$ cat src/rtl/dsp_result_pkg.sv
// Shared widths, saturation constant and the round/scale/saturate helper for the DSP result sink.
package dsp_result_pkg;

    localparam int unsigned DATA_W = 16;
    localparam int unsigned IN_W   = 2 * DATA_W;
    localparam int unsigned DROP_W = 16;
    localparam logic [DATA_W-1:0] SAT_MAX = '1;

    // Round-half-up right shift at IN_W+1 bits; returns {sat_flag, value}.
    function automatic logic [DATA_W:0] round_sat(input logic [IN_W-1:0] x,
                                                  input int unsigned shift);
        logic [IN_W:0] bias;
        logic [IN_W:0] sum;
        logic [IN_W:0] r;
        bias = (shift == 0) ? '0 : ((IN_W+1)'(1) << (shift - 1));
        sum  = {1'b0, x} + bias;
        r    = sum >> shift;
        if (r > (IN_W+1)'(SAT_MAX)) begin
            return {1'b1, SAT_MAX};
        end
        return {1'b0, r[DATA_W-1:0]};
    endfunction

endpackage

$ cat src/rtl/dsp_result_fifo.sv
// Synchronous FIFO with occupancy count; simultaneous push and pop allowed when full.
module dsp_result_fifo #(
    parameter int unsigned DATA_WIDTH = 16,
    parameter int unsigned DEPTH      = 8
) (
    input  logic                       clk,
    input  logic                       rst,
    input  logic                       push,
    input  logic                       pop,
    input  logic [DATA_WIDTH-1:0]      wr_data,
    output logic [DATA_WIDTH-1:0]      rd_data,
    output logic                       full,
    output logic                       empty,
    output logic [$clog2(DEPTH):0]     level
);

    localparam int unsigned AW    = $clog2(DEPTH);
    localparam int unsigned LVL_W = AW + 1;

    logic [DATA_WIDTH-1:0] mem [DEPTH];
    logic [AW-1:0]         wr_ptr;
    logic [AW-1:0]         rd_ptr;
    logic                  do_push_c;
    logic                  do_pop_c;

    assign empty     = (level == '0);
    assign full      = (level == LVL_W'(DEPTH));
    assign do_pop_c  = pop && !empty;
    assign do_push_c = push && (!full || do_pop_c);
    assign rd_data   = mem[rd_ptr];

    always_ff @(posedge clk) begin
        if (do_push_c) begin
            mem[wr_ptr] <= wr_data;
        end
    end

    always_ff @(posedge clk) begin
        if (rst) begin
            wr_ptr <= '0;
            rd_ptr <= '0;
            level  <= '0;
        end else begin
            if (do_push_c) wr_ptr <= wr_ptr + AW'(1);
            if (do_pop_c)  rd_ptr <= rd_ptr + AW'(1);
            case ({do_push_c, do_pop_c})
                2'b10:   level <= level + LVL_W'(1);
                2'b01:   level <= level - LVL_W'(1);
                default: level <= level;
            endcase
        end
    end

endmodule

$ cat src/rtl/dsp_result_sink.sv
// DSP result sink: round/saturate stage, FIFO, sticky flags and drop counter.
// Optional decimation of incoming results is enabled by defining DSP_RESULT_DECIM_EN.
module dsp_result_sink
    import dsp_result_pkg::*;
#(
    parameter int unsigned DATA_WIDTH   = DATA_W,
    parameter int unsigned FIFO_DEPTH   = 8,
    parameter int unsigned SHIFT        = 8,
    parameter int unsigned DECIM_FACTOR = 4
) (
    input  logic                          clk,
    input  logic                          rst,
    input  logic [2*DATA_WIDTH-1:0]       in_data,
    input  logic                          in_valid,
    output logic [DATA_WIDTH-1:0]         out_data,
    output logic                          out_valid,
    input  logic                          out_ready,
    output logic [$clog2(FIFO_DEPTH):0]   fill_level,
    output logic                          overflow,
    output logic                          sat_seen,
    output logic [DROP_W-1:0]             drop_count,
    input  logic                          clear_flags
);

    logic                  accept_c;
    logic [DATA_W:0]       rs_c;
    logic                  stage_valid;
    logic [DATA_WIDTH-1:0] stage_data;
    logic                  fifo_full;
    logic                  fifo_empty;
    logic                  push_c;
    logic                  pop_c;
    logic                  drop_c;
    logic                  sat_event_c;

`ifdef DSP_RESULT_DECIM_EN
    localparam int unsigned PH_W = (DECIM_FACTOR > 1) ? $clog2(DECIM_FACTOR) : 1;
    logic [PH_W-1:0] phase;

    // Only the phase-0 result of each group of DECIM_FACTOR is kept.
    always_ff @(posedge clk) begin
        if (rst) begin
            phase <= '0;
        end else if (in_valid) begin
            phase <= (phase == PH_W'(DECIM_FACTOR - 1)) ? '0 : phase + PH_W'(1);
        end
    end

    assign accept_c = in_valid && (phase == '0);
`else
    assign accept_c = in_valid && (DECIM_FACTOR >= 1);
`endif

    assign rs_c        = round_sat(IN_W'(in_data), SHIFT);
    assign sat_event_c = accept_c && rs_c[DATA_W];

    always_ff @(posedge clk) begin
        if (rst) begin
            stage_valid <= 1'b0;
            stage_data  <= '0;
        end else begin
            stage_valid <= accept_c;
            if (accept_c) stage_data <= DATA_WIDTH'(rs_c[DATA_W-1:0]);
        end
    end

    assign out_valid = !fifo_empty;
    assign pop_c     = out_valid && out_ready;
    assign push_c    = stage_valid && (!fifo_full || pop_c);
    assign drop_c    = stage_valid && fifo_full && !pop_c;

    dsp_result_fifo #(
        .DATA_WIDTH (DATA_WIDTH),
        .DEPTH      (FIFO_DEPTH)
    ) u_fifo (
        .clk     (clk),
        .rst     (rst),
        .push    (push_c),
        .pop     (pop_c),
        .wr_data (stage_data),
        .rd_data (out_data),
        .full    (fifo_full),
        .empty   (fifo_empty),
        .level   (fill_level)
    );

    // Sticky status; a new event in the clearing cycle takes priority.
    always_ff @(posedge clk) begin
        if (rst) begin
            overflow   <= 1'b0;
            sat_seen   <= 1'b0;
            drop_count <= '0;
        end else begin
            if (sat_event_c)      sat_seen <= 1'b1;
            else if (clear_flags) sat_seen <= 1'b0;

            if (drop_c) begin
                overflow <= 1'b1;
                if (clear_flags)              drop_count <= DROP_W'(1);
                else if (drop_count != '1)    drop_count <= drop_count + DROP_W'(1);
            end else if (clear_flags) begin
                overflow   <= 1'b0;
                drop_count <= '0;
            end
        end
    end

endmodule

$ cat config.mk
export PLATFORM = sky130hd
export DESIGN_NAME = dsp_result_sink
export DESIGN_NICKNAME = d
export VERILOG_FILES = /design/src/rtl/dsp_result_pkg.sv /design/src/rtl/dsp_result_fifo.sv /design/src/rtl/dsp_result_sink.sv
export SDC_FILE = /design/constraint.sdc
export NUM_CORES = 1
export LEC_CHECK = 0
export CAP_MARGIN = 20
export CORE_MARGIN = 4
export CORE_UTILIZATION = 49
export CTS_BUF_LIST = sky130_fd_sc_hd__clkbuf_8 sky130_fd_sc_hd__clkbuf_16
export DETAILED_ROUTE_END_ITERATION = 8
export GPL_TIMING_DRIVEN = 0
export HOLD_SLACK_MARGIN = 0.15
export PLACE_DENSITY_LB_ADDON = 0.12
export SETUP_SLACK_MARGIN = 0.3
export SLEW_MARGIN = 10
export SYNTH_ARGS = -nofsm -noshare
export SYNTH_HDL_FRONTEND = slang
export SYNTH_SLANG_ARGS = --single-unit
$ cat constraint.sdc
create_clock -name clk -period 4.39 [get_ports clk]
set_input_delay 0.6585 -clock clk [delete_from_list [all_inputs] [get_ports clk]]
set_output_delay 0.6585 -clock clk [all_outputs]
set_load 0.01 [all_outputs]
==> results.md <==
- Terminus of the critical flop-to-flop path: u_fifo.level[3]
- Syn_nets: around 540
- Leading cell types in the layout, fill and taps excluded: edfxtp_1, clkdlybuf4s50_1, dfxtp_1, nor2_1, mux4_2
- Global-route met1 utilization: between 20 and 30%
- Run status: finished clean
- Met3 track utilization from global routing: about 4.8%
- Syn Inst Count: 494
- Max Cap Violations: 0
- Number of global-route vias before repair: roughly 4500
- Fmax achieved: around 260 MHz
- Sequential group share of total power: roughly 44%
- End of the worst hold path: overflow
- Max-slew violation count: 0
- Unrepaired setup endpoints after global routing: false
- Clock transition at path regs: ~60 ps
- RR Startpoint: u_fifo.level[0]
- Yosys warning count: 0
- ANT nets after route: 0
- Number of clock buffers inserted by TritonCTS: 17
- Gp weighted congestion: 0.901
- Relative area change from synthesis to final layout: 22.9%
- Final setup violation count: 0
- Height of the die: between 100 and 150 um
- WP data arrival: 3120 ps
- Maximum buffer depth of the clock tree: 2
- Post-CTS Resized: 0
- Slew of the pin with the lowest slew margin: just under 1000 ps
- Fraction of layout instances using a drive strength above 1: between 10% and 20%
- Capturing element type of the critical path: output pin
- Clock network latency to the later pin of the worst-skew pair: 430 ps
- Cells taking the most area after synthesis: edfxtp_1, dfxtp_1, mux4_2
- Antenna cell count: 0
- Post-DR wirelength/cell: ~19 um
- Largest net degree at the start of global routing: 17
- Post-Route WL: 14900 um
- Area of all placed cells without fillers: ~9000 um2
- Post-layout min period: around 3800 ps
- Std-Cell Core Area: ~15000 um2
- Count of nets after finishing: ~640
- Yosys top cell area share: 52.2%
- Cells on Worst Hold Path: 2
- Cell area after synthesis: ~7400 um2
- Portion of total power attributed to combinational logic: a little under a fifth
- Ports: 76
- Total Die Area: ~17000 um2
- Largest vdd supply drop: between 0.2 and 0.3 mV
- Most common cell after layout, fill and taps aside: edfxtp_1
- Mean instance size in the synthesized netlist: 14.9 um2
- Max Fanout on Critical Path: 10
- Clock tree from TritonCTS: done
- Cell type with the largest total area after synthesis: edfxtp_1
- Number of sinks handled by clock tree synthesis: ~180
- Net switching power: between 0.001 and 0.0015 W
- Filler Cell Count: 1124
- Path type of the worst setup path: reg2out
- Proportion of register bits with asynchronous set or reset after synthesis: 0%
- Hold Violations, Final: 0
- Post-place instance area: about 8400 um2
- Final-layout setup total negative slack: 0 ps
- Post-CTS Setup Repair Bufs: 0
- Overflow left after global routing: 0
- Leakage power total: 2.97 nW
- Number of vias after detailed routing: 4399
- H-Tree Level Count: 4
- Dominant register cell in the synthesized netlist: edfxtp_1
- Internal power: about 0.0033 W
- Row cnt: 44
- GR Util met2: 30.6%
- Antenna violations before repair: 0
- Number of port buffers: 67
- Root buffer selected by CTS: clkbuf_16
- Reg-to-reg slack, setup: around 1800 ps
- Flip-flop and latch count after synthesis: ~180
- Post-detail-place hpwl: around 11000 um
- Net switching fraction of the power: between 20% and 30%
- First-pass detailed-route iteration total: 5
- Startpoint of the worst hold path: overflow
- Worst clock skew: roughly 8.0 ps
- Detailed-route DRC error count: 0
- Sequential share of the synthesized area: between 60% and 70%
- Iteration-0 DRC count of the detailed router: 298
- Fraction of the cycle the final worst path needs: between 80% and 90%
- First-pass GRT wire length: 23900 um
- Starting density of the core: about half
- Distinct cell type count of the synthesized netlist: 49
- Number of enable-type register cells in the synthesized netlist: between 100 and 150
- Required time of the worst setup path: 3730 ps
- Global router's overall resource usage: 18.8%
- Global route hottest layer: met2
- Die Wd: approximately 130 um
- Part of the total power dissipated in the clock network: about 37%
- Total power density per cell area: roughly 480 nW/um2
- Min-delay worst type: reg2reg
- Worst slew margin relative to its limit: 33.7%
- Vias/cell: around 5.6
- Total design power: between 0.004 and 0.005 W
- Depth of the worst register-to-register path: 10
- Number of hold-repair buffers added at the cts stage: 0
- Crit start category: flop
-- layer usage --
layer / routed length [um] / vias up
li1: - / 2100
met1: 6550 / 2137
met2: 7330 / 147
met3: 868 / 15
met4: 167 / 0
met5: 0 / -
-- cell usage after synthesis (2+ instances only) --
cell,n
and3_1,5
nand3_1,16
buf_1,6
and3_2,2
clkbuf_1,11
a311oi_1,2
nor3_1,6
nand4_1,10
o21ai_0,5
xor2_1,21
nor2_1,51
inv_1,11
nor2b_1,2
xnor2_1,13
a21oi_1,14
ha_1,7
or3_4,2
a211oi_1,18
and2_1,5
nand2_1,23
nand2b_1,4
nor4_1,5
dfxtp_1,48
mux2_2,16
and4_1,5
a41oi_1,2
mux4_2,32
a21o_1,2
or4_1,3
edfxtp_1,128
-- worst max-delay path, stage by stage (launching register included) --
cell and delay (ps):
dfxtp_1 300, clkbuf_1 240, buf_1 760, mux4_2 610
mux2_2 310, clkdlybuf4s50_1 480
-- worst max path at each step --
stage,start,to,slack [ps]
floorplan,in_data[15],stage_data[10],1650
global placement,out_ready,u_fifo.mem[0][9],150
detailed placement,in_data[10],stage_data[12],780
CTS,flop,out_data[15],490
global route,flop,out_data[15],360
finish,flop,out_data[15],610
-- flip-flops by register name, summed over array words and instances, names as in the netlist, named ones only --
register	cells
u_fifo.mem	128
drop_count	16
stage_data	16
u_fifo.level	4
u_fifo.rd_ptr	3
u_fifo.wr_ptr	3
overflow	1
sat_seen	1
stage_valid	1
-- area by class of cell --
cell class	count	area [um2]	area share, %
buffer	19	88.8	0.982
clock buffer	17	425	4.70
clock inverter	15	210	2.32
inverter	11	41.3	0.456
multi-input combinational	288	2450	27.1
sequential	176	4800	53.1
tap	184	230	2.55
timing repair buffer	77	795	8.78
-- metrics by stage --
step,cells,setup slack [ps],util (%),hold WS (ps)
4_1_cts,787,492,61.8,481
6_report,787,612,61.8,480
2_1_floorplan,494,1650,-,454
5_1_grt,787,364,61.8,503
3_5_place_dp,755,780,57.4,472
3_3_place_gp,745,149,56.4,472
-- kinds of logic (layout without fill, tap and decap cells) --
family	Yosys count	count (layout)	synth area share [%]
xor gates and xnor gates	34	34	4.05
buffers and inverters	30	139	1.77
muxes	48	48	12.2
DFF	176	176	65.3
adders and majority gates	8	8	1.46
AOI/OAI and AO/OA	53	53	5.17
and+or+nand+nor	145	145	10.0
-- power groups by stage --
stage	combinational, W	sequential (W)	clock (W)
after global placement	0.000810	0.00194	0
after global routing	0.000896	0.00192	0.00170
after floorplan	0.000513	0.00193	0
after CTS	0.000831	0.00191	0.00162
final	0.000813	0.00191	0.00159
after detailed placement	0.000824	0.00194	0
(Power assumes the default switching activity.)
